[config.mk]
export PLATFORM = sky130hd
export DESIGN_NAME = grid_line_clear_seq_flat
export DESIGN_NICKNAME = d
export VERILOG_FILES = /design/src/rtl/tetris_pkg.sv /design/src/rtl/grid_line_clear_seq_if.sv /design/src/rtl/grid_line_clear_seq.sv /design/src/flat_wrapper.sv
export SDC_FILE = /design/constraint.sdc
export NUM_CORES = 1
export LEC_CHECK = 0
export ABC_AREA = 1
export BUFFER_PORTS_ARGS = -buffer_cell sky130_fd_sc_hd__buf_4
export CAP_MARGIN = 25
export CORE_UTILIZATION = 40
export DETAILED_ROUTE_END_ITERATION = 8
export PLACE_DENSITY = 0.65
export SLEW_MARGIN = 0
export SYNTH_ARGS = -nofsm -noshare
export SYNTH_HDL_FRONTEND = slang
export SYNTH_SLANG_ARGS = --single-unit
[constraint.sdc]
create_clock -name clk -period 2.9 [get_ports clk]
set_input_delay 0.435 -clock clk [delete_from_list [all_inputs] [get_ports clk]]
set_output_delay 0.435 -clock clk [all_outputs]
set_load 0.01 [all_outputs]
[src/rtl/tetris_pkg.sv]
// Shared playfield definitions for the Tetris grid blocks.
package tetris_pkg;
  localparam int GRID_ROWS = 16;
  localparam int GRID_COLS = 16;

  typedef logic [GRID_COLS-1:0] row_t;

  typedef enum logic [2:0] {IDLE, READ, EVAL, FILL, DONE} clr_state_t;
endpackage

[src/rtl/grid_line_clear_seq_if.sv]
// Row-addressed grid RAM port: one sync read port (latency 1), one write port.
interface grid_line_clear_seq_if #(
  parameter int ROWS = 16,
  parameter int COLS = 16,
  parameter int AW   = $clog2(ROWS)
);
  logic [AW-1:0]   rd_addr;
  logic [COLS-1:0] rd_data;
  logic            wr_en;
  logic [AW-1:0]   wr_addr;
  logic [COLS-1:0] wr_data;

  modport master (output rd_addr, wr_en, wr_addr, wr_data, input rd_data);
  modport slave  (input rd_addr, wr_en, wr_addr, wr_data, output rd_data);
endinterface

[src/rtl/grid_line_clear_seq.sv]
// Line-clear sequencer: bottom-up scan, compacts non-full rows downward,
// zero-fills the vacated top rows and reports the number of rows removed.
module grid_line_clear_seq
  import tetris_pkg::*;
#(
  parameter int ROWS = GRID_ROWS,
  parameter int COLS = GRID_COLS,
  parameter int AW   = $clog2(ROWS)
) (
  input  logic                       clk,
  input  logic                       reset,
  input  logic                       start,
  output logic                       busy,
  output logic                       done,
  output logic [$clog2(ROWS+1)-1:0]  lines_cleared,
  grid_line_clear_seq_if.master      grid
);
  localparam int CW = $clog2(ROWS+1);

  clr_state_t      state, state_nxt;
  logic [AW-1:0]   src, src_nxt;
  logic [AW:0]     dst, dst_nxt;
  logic [CW-1:0]   cnt, cnt_nxt;
  logic            wr_en_nxt;
  logic [AW-1:0]   wr_addr_nxt;
  logic [COLS-1:0] wr_data_nxt;
  logic            row_full;

  assign row_full     = &grid.rd_data;
  assign grid.rd_addr = src;
  assign busy         = (state != IDLE);
  assign done         = (state == DONE);

  always_ff @(posedge clk) begin
    if (reset) begin
      state         <= IDLE;
      src           <= '0;
      dst           <= '0;
      cnt           <= '0;
      lines_cleared <= '0;
      grid.wr_en    <= 1'b0;
      grid.wr_addr  <= '0;
      grid.wr_data  <= '0;
    end else begin
      state        <= state_nxt;
      src          <= src_nxt;
      dst          <= dst_nxt;
      cnt          <= cnt_nxt;
      grid.wr_en   <= wr_en_nxt;
      grid.wr_addr <= wr_addr_nxt;
      grid.wr_data <= wr_data_nxt;
      if (state == DONE) lines_cleared <= cnt;
    end
  end

  always_comb begin
    state_nxt   = state;
    src_nxt     = src;
    dst_nxt     = dst;
    cnt_nxt     = cnt;
    wr_en_nxt   = 1'b0;
    wr_addr_nxt = '0;
    wr_data_nxt = '0;
    case (state)
      IDLE: begin
        if (start) begin
          src_nxt   = AW'(ROWS-1);
          dst_nxt   = (AW+1)'(ROWS-1);
          cnt_nxt   = '0;
          state_nxt = READ;
        end
      end
      READ: state_nxt = EVAL;
      EVAL: begin
        if (row_full) begin
          cnt_nxt = cnt + 1'b1;
        end else begin
          // A row that has not moved yet is already in place; skip the write.
          if ({1'b0, src} != dst) begin
            wr_en_nxt   = 1'b1;
            wr_addr_nxt = dst[AW-1:0];
            wr_data_nxt = grid.rd_data;
          end
          dst_nxt = dst - 1'b1;
        end
        if (src == '0) begin
          state_nxt = (cnt_nxt != '0) ? FILL : DONE;
        end else begin
          src_nxt   = src - 1'b1;
          state_nxt = READ;
        end
      end
      FILL: begin
        // dst enters FILL at cnt-1, so exactly cnt zero rows are written.
        wr_en_nxt   = 1'b1;
        wr_addr_nxt = dst[AW-1:0];
        dst_nxt     = dst - 1'b1;
        if (dst[AW-1:0] == '0) state_nxt = DONE;
      end
      DONE:    state_nxt = IDLE;
      default: state_nxt = IDLE;
    endcase
  end
endmodule

[src/flat_wrapper.sv]
// flat-port wrapper written by rule: the top's interface ports become plain ports
module grid_line_clear_seq_flat import tetris_pkg::*;
#(
  parameter int ROWS = GRID_ROWS,
  parameter int COLS = GRID_COLS,
  parameter int AW   = $clog2(ROWS)
)
  (clk, reset, start, busy, done, lines_cleared, grid_rd_addr, grid_wr_en, grid_wr_addr, grid_wr_data, grid_rd_data);
  grid_line_clear_seq_if #(.ROWS(ROWS), .COLS(COLS), .AW(AW)) grid_i ();
  input  logic clk;
  input  logic reset;
  input  logic start;
  output logic busy;
  output logic done;
  output logic [$clog2(ROWS+1)-1:0] lines_cleared;
  output wire logic [$bits(grid_i.rd_addr)-1:0] grid_rd_addr;
  output wire logic [$bits(grid_i.wr_en)-1:0] grid_wr_en;
  output wire logic [$bits(grid_i.wr_addr)-1:0] grid_wr_addr;
  output wire logic [$bits(grid_i.wr_data)-1:0] grid_wr_data;
  input wire logic [$bits(grid_i.rd_data)-1:0] grid_rd_data;
  assign grid_rd_addr = grid_i.rd_addr;
  assign grid_wr_en = grid_i.wr_en;
  assign grid_wr_addr = grid_i.wr_addr;
  assign grid_wr_data = grid_i.wr_data;
  assign grid_i.rd_data = grid_rd_data;
  grid_line_clear_seq #(.ROWS(ROWS), .COLS(COLS), .AW(AW)) u_core (.clk(clk), .reset(reset), .start(start), .busy(busy), .done(done), .lines_cleared(lines_cleared), .grid(grid_i));
endmodule
==> flow_results.org, run 1 <==
** Finish
- After the last flow step, the layout net total stands at 324.
- Cell area after layout :: 2410 µm²
- Sequential cell area in the final layout :: 861 µm²
- Filler cells :: 434
- Once layout is complete, the cells apart from fillers number 355.
- The number of antenna diodes in the final layout is 0.
- Compared with the post-synthesis result, the final layout area differs by 29.5%.
- Fraction of layout cells with a size suffix above 1 :: 25.7%
- Area of combinational cells with multiple inputs :: 828 µm²

** Logic synthesis
- The mapped netlist covers 1860 µm².
- In this run, synthesis produced a sequential element count of 43.
- Library cell with the highest instance count after synthesis :: sky130_fd_sc_hd__dfxtp_1
- Mean instance size in the synthesized netlist :: 7.50 µm²
- Top cell types by occurrence after synthesis :: sky130_fd_sc_hd__dfxtp_1 (43), sky130_fd_sc_hd__nand2_1 (39), sky130_fd_sc_hd__inv_1 (38)
- The number of nets in the synthesized netlist is 270.
- After synthesis, flip-flops and latches occupy 46.3% of the total area.
- Number of flops mapped to enable cells by yosys :: 0
- Primary flip-flop cell chosen by synthesis mapping :: sky130_fd_sc_hd__dfxtp_1
- Proportion of synthesized flip-flops having asynchronous set or reset :: 0%
- For this run, the number of Yosys warnings is 0.
- By area the synthesized netlist is led by sky130_fd_sc_hd__dfxtp_1 (46%), sky130_fd_sc_hd__nand2_1 (7.9%), sky130_fd_sc_hd__inv_1 (7.7%).
- Library cell occupying the most area in the post-synthesis netlist :: sky130_fd_sc_hd__dfxtp_1
- Cells after synthesis :: 248
- Of the post-synthesis cell area, the dominant cell type holds 46.3%.
- Counting distinct cell types in the post-synthesis netlist gives 29.

** Setup path
- Required time at the worst-slack endpoint :: 2470 ps
- Worst-case register-to-register setup slack :: 1320 ps
- Critical Path Source Type :: flip-flop
- Along the worst path, the maximum fanout reaches 10.
- At the worst endpoint, the arrival time is 1370 ps.
- Setup crit end kind :: primary output
- The critical path in this run is classified as reg2out.

** Power and ir drop
- Switching Fraction :: 28.5%
- Clock share of power :: 33.8%
- In this run, flip-flops and latches consume 46.1% of the power.
- Static leakage power :: 1.21 nW
- Proportion of power drawn by combinational gates :: 20.1%
- Across the VDD grid, the largest voltage drop is 0.354 mV.
- Power density of the placed cells :: 598 nW/µm²
- The internal power of the cells totals 1.03 mW.
- Switching pwr :: 0.411 mW

** STA
- Headroom to the max-slew limit came out at 65.5%.
- The hold violation total from the final report was 0.
- Between clock sinks in the finished design, the worst skew comes to 4.48 ps.
- Final setup violation count :: 0
- Number of pins with negative max-slew slack in the final report :: 0
- Fmax :: 0.555 GHz
- Setup TNS after final layout :: 0 ps
- The smallest clock period supported by the final layout is computed as 1800 ps.
- Share of the cycle needed by the critical path after routing :: 62.2%
- For the pin with the worst max-slew slack, the measured transition is 515 ps.
- Final setup slack of the worst path :: 1100 ps
- Setup repair after global routing left no endpoint under its margin.

** Place
- At the end of routability-driven placement, the weighted congestion stood at 0.869.
- The HPWL after detailed placement is 3000 µm.
- Placement-stage cell area :: 2290 µm²
- Placed cell count :: 347
- Before CTS, the worst setup slack after placement is 1200 ps.
- Port buffer count :: 50

** Clock tree
- Clk Latency, worst-skew pair :: 300 ps
- Number of gates given a new drive strength after cts :: 0
- Clock Tree Root :: sky130_fd_sc_hd__clkbuf_8
- Hold repair after CTS inserted 0 buffers.
- Number of buffers inserted during clock tree synthesis :: 5
- The longest clock path from root to sink contains 2 buffers.
- Clock tree sinks :: 43
- TritonCTS built the clock tree.
- Clock-pin slew was measured on the worst setup and hold paths at 80 ps.
- CTS H-tree depth :: 2
- Number of buffers inserted by post-CTS setup repair :: 0

** Floorplan
- After floorplanning, the core was divided into 24 placement rows.
- 51 I/O pins were placed.
- The core region is 4410 µm².
- Die outline width :: 70.2 µm
- Die Y-Extent :: 70.2 µm
- The die covers 4930 µm².
- Starting density of the core :: 42.1%

** Global routing
- Number of antenna violations at the first check in global routing :: 0
- Aggregate global-route resource usage :: 17.5%
- The total overflow left after global routing is 0.
- Vias in the first global route :: 1495
- Entering global routing, the biggest net connects 22 pins.
- The first global-routing pass estimated 6840 µm of wire.

** Route
- In this run the remaining antenna-violating nets after routing total 0.
- In the routed design, unresolved DRC markers number 0.
- For this block, the via count after detailed routing is 1712.
- First drt pass iteration count :: 4
- Routed wirelength normalized by instance count :: 11.3 µm
- Drt first-iter violations :: 60
- Drt via density :: 4.82
- Wires add up to 4020 µm.

** Flow run
- The tool flagged a number of max-cap violations equal to 0.

** Worst hold path
- The worst hold path belongs to the class in2reg.

** Status
- Run status :: finished, final reports clean
[worst max-delay path: stages, from the launching register on]
cell	delay [ps]
sky130_fd_sc_hd__dfxtp_1	370
sky130_fd_sc_hd__nor3_2	480
sky130_fd_sc_hd__buf_4	210
[sequential cells by signal, indices dropped and copies added (netlist names)]
signal                count
u_core.grid.wr_en         1
u_core.cnt                5
u_core.lines_cleared      5
u_core.dst                5
u_core.grid.wr_data      16
u_core.grid.wr_addr       4
u_core.state              3
u_core.grid.rd_addr       4
[metrics by stage]
step	total power [mW]	hold slack, ps	utilization (%)
final	1.44	357	54.6
after global routing	1.52	351	54.6
after CTS	1.45	353	54.6
after detailed placement	0.966	459	51.9
after global placement	0.966	456	51.9
after floorplan	0.858	445	-
[cells in the final DEF (no fill, tap or decap), types with 6 or more instances in the layout]
master and instances:
sky130_fd_sc_hd__dfxtp_1 43, sky130_fd_sc_hd__clkbuf_8 6, sky130_fd_sc_hd__nor2_1 37, sky130_fd_sc_hd__nand2_1 39, sky130_fd_sc_hd__inv_1 38, sky130_fd_sc_hd__nand2_2 7, sky130_fd_sc_hd__nand3_1 16, sky130_fd_sc_hd__a31oi_1 7
sky130_fd_sc_hd__buf_4 51, sky130_fd_sc_hd__a21oi_1 14, sky130_fd_sc_hd__o21ai_0 13
[cell families after synthesis]
family / count (synthesis) / synth area share [%]
buffers and inverters: 45 / 9.21
DFF: 43 / 46.3
AOI/OAI and AO/OA: 42 / 12.8
adders and majority gates: 3 / 2.02
xor gates and xnor gates: 3 / 1.41
and+or+nand+nor: 112 / 28.3
[final timing paths]
check / from / to / cells past startpoint
hold / removal: grid_rd_data[2] / u_core.grid.wr_data[2] / 3
setup reg to reg: u_core.grid.rd_addr[0] / u_core.grid.rd_addr[3] / 9
setup / recovery: u_core.state[0] / done / 2
hold reg to reg: u_core.cnt[3] / u_core.cnt[3] / 2
[cell type report]
class,instances,share of cell area (%)
Sequential cell,43,35.7
Multi-Input combinational cell,160,34.4
Timing Repair Buffer,51,15.9
Inverter,41,6.39
Clock buffer,6,3.43
Tap cell,52,2.70
Clock inverter,2,1.45
[routing by layer]
| metal | track usage [%] | wire length [µm] | vias to the layer above |
|---|---|---|---|
| met1 | 23.2 | 1910 | 750 |
| met4 | 6.00 | 57 | 0 |
| met2 | 27.2 | 1770 | 62 |
| met5 | 0 | 0 | - |
| met3 | 5.19 | 284 | 5 |
| li1 | - | - | 895 |
[power groups by stage]
stage / Sequential, mW / Clock, mW / Combinational (mW)
2_1_floorplan: 0.683 / 0 / 0.175
3_3_place_gp: 0.679 / 0 / 0.287
3_5_place_dp: 0.678 / 0 / 0.289
4_1_cts: 0.664 / 0.497 / 0.291
5_1_grt: 0.670 / 0.524 / 0.327
6_report: 0.664 / 0.487 / 0.289
No activity file was read; power rests on OpenSTA's default activity.
==> run 2, diff against run 1 <==
clock period = 1.7 ns   (was 2.9 ns; I/O delays follow)
==> run 2 against run 1 <==
  * Die area did not move
  * Cell count rose by 1.1%
  * Critical path depth rose by 5
  * Design area rose by 0.99%
  * First-iteration DRC count fell by 17%
  * Combinational power rose by 78%
  * Power rose by 60%
  * Critical endpoint is now u_core.state[0]
  * Largest cell class unchanged
  * Largest power group unchanged
  * Highest routed layer unchanged
==> flow_results.org, run 2 (same netlist as run 1, synthesis figures left out) <==
** Clock tree
- CTS H-tree depth :: 2 (unchanged)
- CTS tree :: yes (unchanged)
- Clk Latency, worst-skew pair :: 300 ps (about the same)
- The total of hold buffers inserted after clock tree synthesis is 0 (unchanged).
- The TritonCTS buffer count was 5 (unchanged).
- The root buffer selected by CTS is sky130_fd_sc_hd__clkbuf_8 (unchanged).
- The number of gates given a new drive strength after cts was 0 (unchanged).
- Worst-case clock buffer depth :: 2 (unchanged)
- The number of sinks on the clock net is 43 (unchanged).
- The count of buffers added by post-CTS timing repair for setup came to 0 (unchanged).
- The clock-pin slew of the registers on the worst-case setup and hold paths was 90 ps (was 80 ps).

** Setup path
- Setup crit end kind :: flip-flop (was primary output)
- WP data arrival :: 1720 ps (was 1370 ps)
- Critical Path Source Type :: flip-flop (unchanged)
- Class of the most critical setup path :: reg2reg (was reg2out)
- Cell Chain, Critical Path: ha_1 -> xor2_1 -> nor3_1 -> nor2_1 -> nor2_1 -> nand3b_1 -> a21o_1 (was nor3_2 -> buf_4).
- Highest cell delay on the worst timing path :: 340 ps (was 480 ps)
- R2r worst-path depth :: 7 (was 9)
- The worst-case register-to-register setup slack came to 170 ps (was 1320 ps).
- The capture instance of the worst register-to-register path was u_core.state[0] (was u_core.grid.rd_addr[3]).
- The peak fanout along the critical path is 3 (was 10).
- Reg-to-Reg Start :: u_core.cnt[1] (was u_core.grid.rd_addr[0])
- The data required time at the worst endpoint came to 1900 ps (was 2470 ps).
- Slowest stage cell, crit path :: sky130_fd_sc_hd__dfxtp_1 (was sky130_fd_sc_hd__nor3_2)
- Cell with the most instances on the worst path :: sky130_fd_sc_hd__nor2_1

** Global routing
- Vias in the first global route :: 1549 (was 1495)
- The number of antenna violations at the first check in global routing is 0 (unchanged).
- Aggregate global-route resource usage :: 17.4% (was 17.5%)
- Global route total overflow :: 0 (unchanged)
- The global-route wire length before repair was 6750 µm (was 6840 µm).
- The largest net degree at the start of global routing came to 22 (unchanged).

** STA
- Setup TNS after final layout :: 0 ps (unchanged)
- Counting I/O delays and the setup requirement, the final critical path takes 1530 ps.
- Final hold violations :: 0 (unchanged)
- Share of the cycle needed by the critical path after routing :: 89.8%
- Worst slew margin :: 80.4% (was 65.5%)
- The setup skew after layout was 6.54 ps (was 4.48 ps).
- Fmax :: 0.655 GHz
- Setup repair after global routing missed its margin :: no (unchanged)
- Least-Margin Pin Slew :: 292 ps (was 515 ps)
- Final setup violation count :: 0 (unchanged)
- The final count of pins violating max slew was 0 (unchanged).

** Route
- Drt first-iter violations :: 50 (was 60)
- DR DRC count :: 0 (unchanged)
- First drt pass iteration count :: 4 (unchanged)
- The via count came to 1666 (was 1712).
- The via count normalized by instance count is 4.64 (was 4.82).
- The residual antenna-violating net count after detailed routing was 0 (unchanged).
- The final wirelength is 3960 µm (was 4020 µm).
- The wire length per cell after detailed routing came to 11.0 µm (was 11.3 µm).

** Floorplan
- The number of placed I/O pins is 51 (unchanged).
- The die height is 70.2 µm (unchanged).
- Total Die Area :: 4930 µm² (unchanged)
- Area of the placeable core :: 4410 µm² (unchanged)
- The effective utilization at floorplan came to 42.1% (unchanged).
- Placement Rows :: 24 (unchanged)
- The die width is 70.2 µm (unchanged).

** Place
- Port buffer count :: 50 (unchanged)
- The count of placed standard cells including taps was 351 (was 347).
- Post-DP HPWL :: 2940 µm (was 3000 µm)
- Routability cong. :: 0.810 (was 0.869)

** Power and ir drop
- Proportion of power drawn by combinational gates :: 22.2% (was 20.1%)
- Total internal power :: 1.59 mW (was 1.03 mW)
- The proportion of power drawn by the clock network was 28.9% (was 33.8%).
- Share of total power in sequential cells :: 48.9% (was 46.1%)
- Switching Fraction :: 31.1% (was 28.5%)
- The net load switching power came to 0.719 mW (was 0.411 mW).
- The standby leakage power is 1.22 nW (was 1.21 nW).
- The power density over the cells came to 949 nW/µm² (was 598 nW/µm²).
- Maximum vdd ir drop :: 0.561 mV (was 0.354 mV)
- The sum of internal, switching and leakage power came to 2.31 mW (was 1.44 mW).

** Flow run
- Max-cap violations :: 0 (unchanged)

** Worst hold path
- The type of the tightest min-delay check was in2reg (unchanged).
- Hold wc startpoint :: grid_rd_data[3] (was grid_rd_data[2])
- Number of cells traversed by the worst hold path :: 3 (unchanged)
- Sink of the worst hold path :: u_core.grid.wr_data[3] (was u_core.grid.wr_data[2])

** Status
- Run status: finished, final reports clean (unchanged).

** Finish
- Most flops, register :: u_core.grid.wr_data (unchanged)
- Max FFs per register :: 16 (unchanged)
- Fraction of layout cells with a size suffix above 1 :: 26.7% (was 25.7%)
- N_diodes :: 0 (unchanged)
- Final std cells w/o fill :: 359 (was 355)
- Most frequent standard cell in the layout excluding fill and tap cells :: sky130_fd_sc_hd__buf_4 (unchanged)
- Commonest non-fill, non-tap cells in the layout: sky130_fd_sc_hd__buf_4 (54), sky130_fd_sc_hd__dfxtp_1 (43), sky130_fd_sc_hd__nand2_1 (39) (was sky130_fd_sc_hd__buf_4 (51), sky130_fd_sc_hd__dfxtp_1 (43), sky130_fd_sc_hd__nand2_1 (39)).
- Layout overhead on the synthesized area :: 30.7% (was 29.5%)
- Number of nets in the layout :: 328 (was 324)
- The number of fillers in the final layout is 415 (was 434).
run 2: worst max path at each step:
| stage | start | endpoint | slack (ps) | cells after the start |
|---|---|---|---|---|
| floorplan | u_core.grid.rd_addr[0] | u_core.grid.rd_addr[3] | 280 | 8 |
| global placement | grid_rd_data[2] | u_core.state[0] | 190 | 11 |
| detailed placement | grid_rd_data[2] | u_core.state[0] | 170 | 11 |
| CTS | u_core.grid.rd_addr[1] | u_core.grid.rd_addr[3] | 180 | 9 |
| global route | u_core.cnt[1] | u_core.state[0] | 3 | 7 |
| finish | u_core.cnt[1] | u_core.state[0] | 170 | 7 |
run 2: critical path: cells and delay by family, from the launching register on:
kind / cells / cell delay, ps
adders and majority gates: 1 / 210
xor gates and xnor gates: 1 / 150
AOI/OAI and AO/OA: 1 / 180
and+or+nand+nor: 4 / 550
DFF: 1 / 340
run 2: stage by stage:
stage / instance area (µm²) / hold WS, ps / util, % / worst slack, ps
after floorplan: 1860 / 367 / - / 278
after global placement: 2330 / 455 / 52.9 / 194
after detailed placement: 2330 / 466 / 52.9 / 168
after CTS: 2430 / 171 / 55.0 / 178
after global routing: 2430 / 167 / 55.1 / 3.04
final: 2430 / 175 / 55.1 / 174
run 2: power groups by stage:
stage	Clock, mW	Combinational, mW	Sequential (mW)
3_5_place_dp	0	0.511	1.15
4_1_cts	0.685	0.513	1.13
5_1_grt	0.729	0.583	1.14
6_report	0.666	0.513	1.13
2_1_floorplan	0	0.299	1.16
3_3_place_gp	0	0.507	1.15
run 2: per-layer routing:
metal	share of wire [%]	up-vias	GRT usage [%]
met5	0	-	0
met4	1.2	0	7.33
met3	6.2	5	4.62
met2	44	55	28.1
met1	48	703	21.7
li1	-	903	-
run 2: final cells by class:
type,instances,area (µm²),area share [%]
flip-flops and latches,43,861,35.4
multi-input cells,160,833,34.3
repair buffers,55,425,17.5
inverters,41,154,6.33
clock buffers,5,68.8,2.83
well taps,52,65.1,2.67
clock inverters,3,25.0,1.03
==> run 3, diff against run 2 <==
BUFFER_PORTS_ARGS = -buffer_cell sky130_fd_sc_hd__buf_2   (was -buffer_cell sky130_fd_sc_hd__buf_4)
==> run 3 against run 2 <==
  * Global-route usage fell by 0.76 points
  * Via count is 3.3% higher
  * First-iteration DRC count is 10% higher
  * Setup slack better by 1.6 ps
  * Register-to-register slack hardly changed
  * Clock power fell by 1%
  * Maximum frequency grew 0.10%
  * Utilization fell by 3.3 points
  * Cell count unchanged
  * Critical path type unchanged
  * Critical endpoint is now u_core.grid.rd_addr[3]
  * Largest cell class unchanged
==> flow_results.org, run 3 (same netlist as run 1, synthesis figures left out) <==
** Setup path
- Number of buffers and inverters on the critical path :: 2 (was 0)
- The endpoint arrival time on the critical path was 1700 ps (was 1720 ps).
- The start of the worst register-to-register path was u_core.grid.rd_addr[1] (was u_core.cnt[1]).
- The count of cells along the worst register-to-register path is 8 (was 7).
- The capture instance of the worst register-to-register path is u_core.grid.rd_addr[3] (was u_core.state[0]).
- The path length in cells of the critical path is 8 (was 7).
- The peak fanout along the critical path is 7 (was 3).
- The slowest cell on the critical path is sky130_fd_sc_hd__dfxtp_1 (unchanged).
- Beginning of the critical path :: u_core.grid.rd_addr[1] (was u_core.cnt[1])
- Highest cell delay on the worst timing path :: 380 ps (was 340 ps)
- Kind of cell adding the most delay to the critical path :: simple AND/OR/NAND/NOR gates (unchanged)
- Critical Path Source Type :: flip-flop (unchanged)
- The critical path class is reg2reg (unchanged).
- The termination of the worst setup path is u_core.grid.rd_addr[3] (was u_core.state[0]).
- Cell Chain, Critical Path :: inv_1 -> ha_1 -> nand3_1 -> nor2_1 -> nor2_2 -> inv_2 -> o21ai_0 -> a31oi_1 (was ha_1 -> xor2_1 -> nor3_1 -> nor2_1 -> nor2_1 -> nand3b_1 -> a21o_1)
- The data required time at the worst endpoint was 1880 ps (was 1900 ps).
- The sort of element at the end of the critical path is a flip-flop (unchanged).
- Worst-case register-to-register setup slack :: 180 ps (was 170 ps)

** Clock tree
- Number of buffers inserted by post-CTS setup repair :: 0 (unchanged)
- Hold bufs inserted after CTS :: 0 (unchanged)
- The number of gates given a new drive strength after cts was 0 (unchanged).
- The TritonCTS buffer count was 5 (unchanged).
- The root buffer selected by CTS is sky130_fd_sc_hd__clkbuf_8 (unchanged).
- The number of levels the H-tree was split into is 2 (unchanged).
- Clock-pin slew on the worst setup and hold paths :: 90 ps (about the same)
- The clock tree buffer depth is 2 (unchanged).
- The number of sinks on the clock net is 43 (unchanged).
- CTS tree :: yes (unchanged)
- The clock insertion delay at the later pin of the skew report is 300 ps (about the same).

** Route
- Via count of the routed design :: 1721 (was 1666)
- The via count normalized by instance count was 4.79 (was 4.64).
- First drt pass iteration count :: 4 (unchanged)
- The final wirelength is 3860 µm (was 3960 µm).
- Drt first-iter violations :: 55 (was 50)
- Routed wirelength normalized by instance count :: 10.8 µm (was 11.0 µm)
- Remaining number of nets flagged by the antenna check after routing :: 0 (unchanged)
- DR DRC count :: 0 (unchanged)

** STA
- The hold violation total from the final report is 0 (unchanged).
- The setup violation total in the final timing report came to 0 (unchanged).
- The final count of pins violating max slew came to 0 (unchanged).
- Worst slew margin :: 80.8% (was 80.4%)
- The total negative slack was 0 ps (unchanged).
- Fmax :: 0.656 GHz (was 0.655 GHz)
- Setup repair after global routing missed its margin :: no (unchanged)
- Least-Margin Pin Slew :: 285 ps (was 292 ps)
- The setup skew after layout came to 6.83 ps (was 6.54 ps).
- Share of the cycle needed by the critical path after routing :: 89.7% (was 89.8%)
- Minimum clock period after layout :: 1520 ps (was 1530 ps)

** Finish
- Layout overhead on the synthesized area :: 23.0% (was 30.7%)
- The total number of nets in the final design came to 328 (unchanged).
- The most common library cell in the layout ignoring fill and taps is sky130_fd_sc_hd__buf_2 (was sky130_fd_sc_hd__buf_4).
- The antenna diode instance count is 0 (unchanged).
- The number of non-filler instances in the completed layout is 359 (unchanged).
- Most flops, register :: u_core.grid.wr_data (unchanged)
- Commonest non-fill, non-tap cells in the layout: sky130_fd_sc_hd__buf_2 (50), sky130_fd_sc_hd__dfxtp_1 (43), sky130_fd_sc_hd__nand2_1 (39) (was sky130_fd_sc_hd__buf_4 (54), sky130_fd_sc_hd__dfxtp_1 (43), sky130_fd_sc_hd__nand2_1 (39)).
- Fraction of layout cells with a size suffix above 1 :: 26.7% (unchanged)
- Max FFs per register :: 16 (unchanged)

** Global routing
- The number of antenna violations at the first check in global routing is 0 (unchanged).
- Global route total overflow :: 0 (unchanged)
- The global-route wire length before repair came to 6490 µm (was 6750 µm).
- Largest net degree at the start of global routing :: 22 (unchanged)
- The global router's overall resource usage is 16.6% (was 17.4%).
- The number of global-route vias before repair came to 1516 (was 1549).

** Status
- Run status :: finished, final reports clean (unchanged)

** Floorplan
- The number of placed I/O pins was 51 (unchanged).
- The die width came to 70.2 µm (unchanged).
- The effective utilization at floorplan came to 42.1% (unchanged).
- The floorplan core area is 4410 µm² (unchanged).
- The die height came to 70.2 µm (unchanged).
- Total Die Area :: 4930 µm² (unchanged)
- Placement Rows :: 24 (unchanged)

** Place
- The final estimated routing congestion in global placement came to 0.846 (was 0.810).
- Placed cell count :: 351 (unchanged)
- The HPWL after detailed placement came to 2930 µm (was 2940 µm).
- The number of buffers inserted by port buffering is 50 (unchanged).

** Worst hold path
- Worst min-delay path category :: in2reg (unchanged)

** Power and ir drop
- The worst voltage drop across the vdd grid is 0.588 mV (was 0.561 mV).
- Static leakage power :: 1.20 nW (was 1.22 nW)
- The power density over the cells is 985 nW/µm² (was 949 nW/µm²).

** Flow run
- Max-cap violations :: 0 (unchanged)
-- run 3: cell types whose count changed in the layout (fill, tap and decap cells not counted) --
cell	previous run	this run
sky130_fd_sc_hd__clkinvlp_4	1	2
sky130_fd_sc_hd__buf_12	1	0
sky130_fd_sc_hd__nor2_4	3	2
sky130_fd_sc_hd__clkinv_4	2	0
sky130_fd_sc_hd__buf_4	54	5
sky130_fd_sc_hd__inv_6	0	1
sky130_fd_sc_hd__nor2_2	2	3
sky130_fd_sc_hd__buf_2	0	50
-- run 3: where the power goes --
part / total [mW] / switching, mW / leakage [nW] / internal, mW
clock: 0.657 / 0.363 / 0.0408 / 0.293
combinational: 0.470 / 0.295 / 0.807 / 0.176
sequential: 1.13 / 0.0503 / 0.350 / 1.08
-- run 3: layout make-up --
type                       instances  area (µm²)
clock buffer                       5        68.8
clock inverter                     3        23.8
fill                             428        2130
inverter                          41         154
multi-input combinational        160         828
sequential                        43         861
tap                               52        65.1
timing repair buffer              55         288
-- run 3: metal layers --
metal	vias up	track usage [%]	part of all wire [%]
li1	903	-	-
met1	762	22.0	50
met2	49	26.0	43
met3	7	3.90	5.9
met4	0	6.67	1.5
met5	-	0	0
-- run 3: metrics by stage --
| stage | area (µm²) | worst slack (ps) | total power [mW] | util [%] | hold slack (ps) |
|---|---|---|---|---|---|
| 2_1_floorplan | 1860 | 278 | 1.46 | - | 367 |
| 3_3_place_gp | 2200 | 181 | 1.62 | 49.7 | 453 |
| 3_5_place_dp | 2200 | 153 | 1.62 | 49.7 | 456 |
| 4_1_cts | 2290 | 182 | 2.28 | 51.8 | 162 |
| 5_1_grt | 2290 | 1.59 | 2.39 | 51.8 | 165 |
| 6_report | 2290 | 175 | 2.25 | 51.8 | 169 |
-- run 3: worst min path at each step --
stage	end	cells after the start	start
floorplan	u_core.grid.wr_data[0]	2	grid_rd_data[0]
global placement	u_core.cnt[3]	2	u_core.cnt[3]
detailed placement	u_core.cnt[3]	2	u_core.cnt[3]
CTS	u_core.grid.wr_data[14]	3	grid_rd_data[14]
global route	u_core.grid.wr_data[11]	3	grid_rd_data[11]
finish	u_core.grid.wr_data[5]	3	grid_rd_data[5]
-- run 3: worst register-to-register path, cell delays in order, from the launching register on --
cell                      delay, ps
sky130_fd_sc_hd__dfxtp_1        380
sky130_fd_sc_hd__inv_1           90
sky130_fd_sc_hd__ha_1           210
sky130_fd_sc_hd__nand3_1        120
sky130_fd_sc_hd__nor2_1          80
sky130_fd_sc_hd__nor2_2         220
sky130_fd_sc_hd__inv_2           60
sky130_fd_sc_hd__o21ai_0        160
sky130_fd_sc_hd__a31oi_1         90
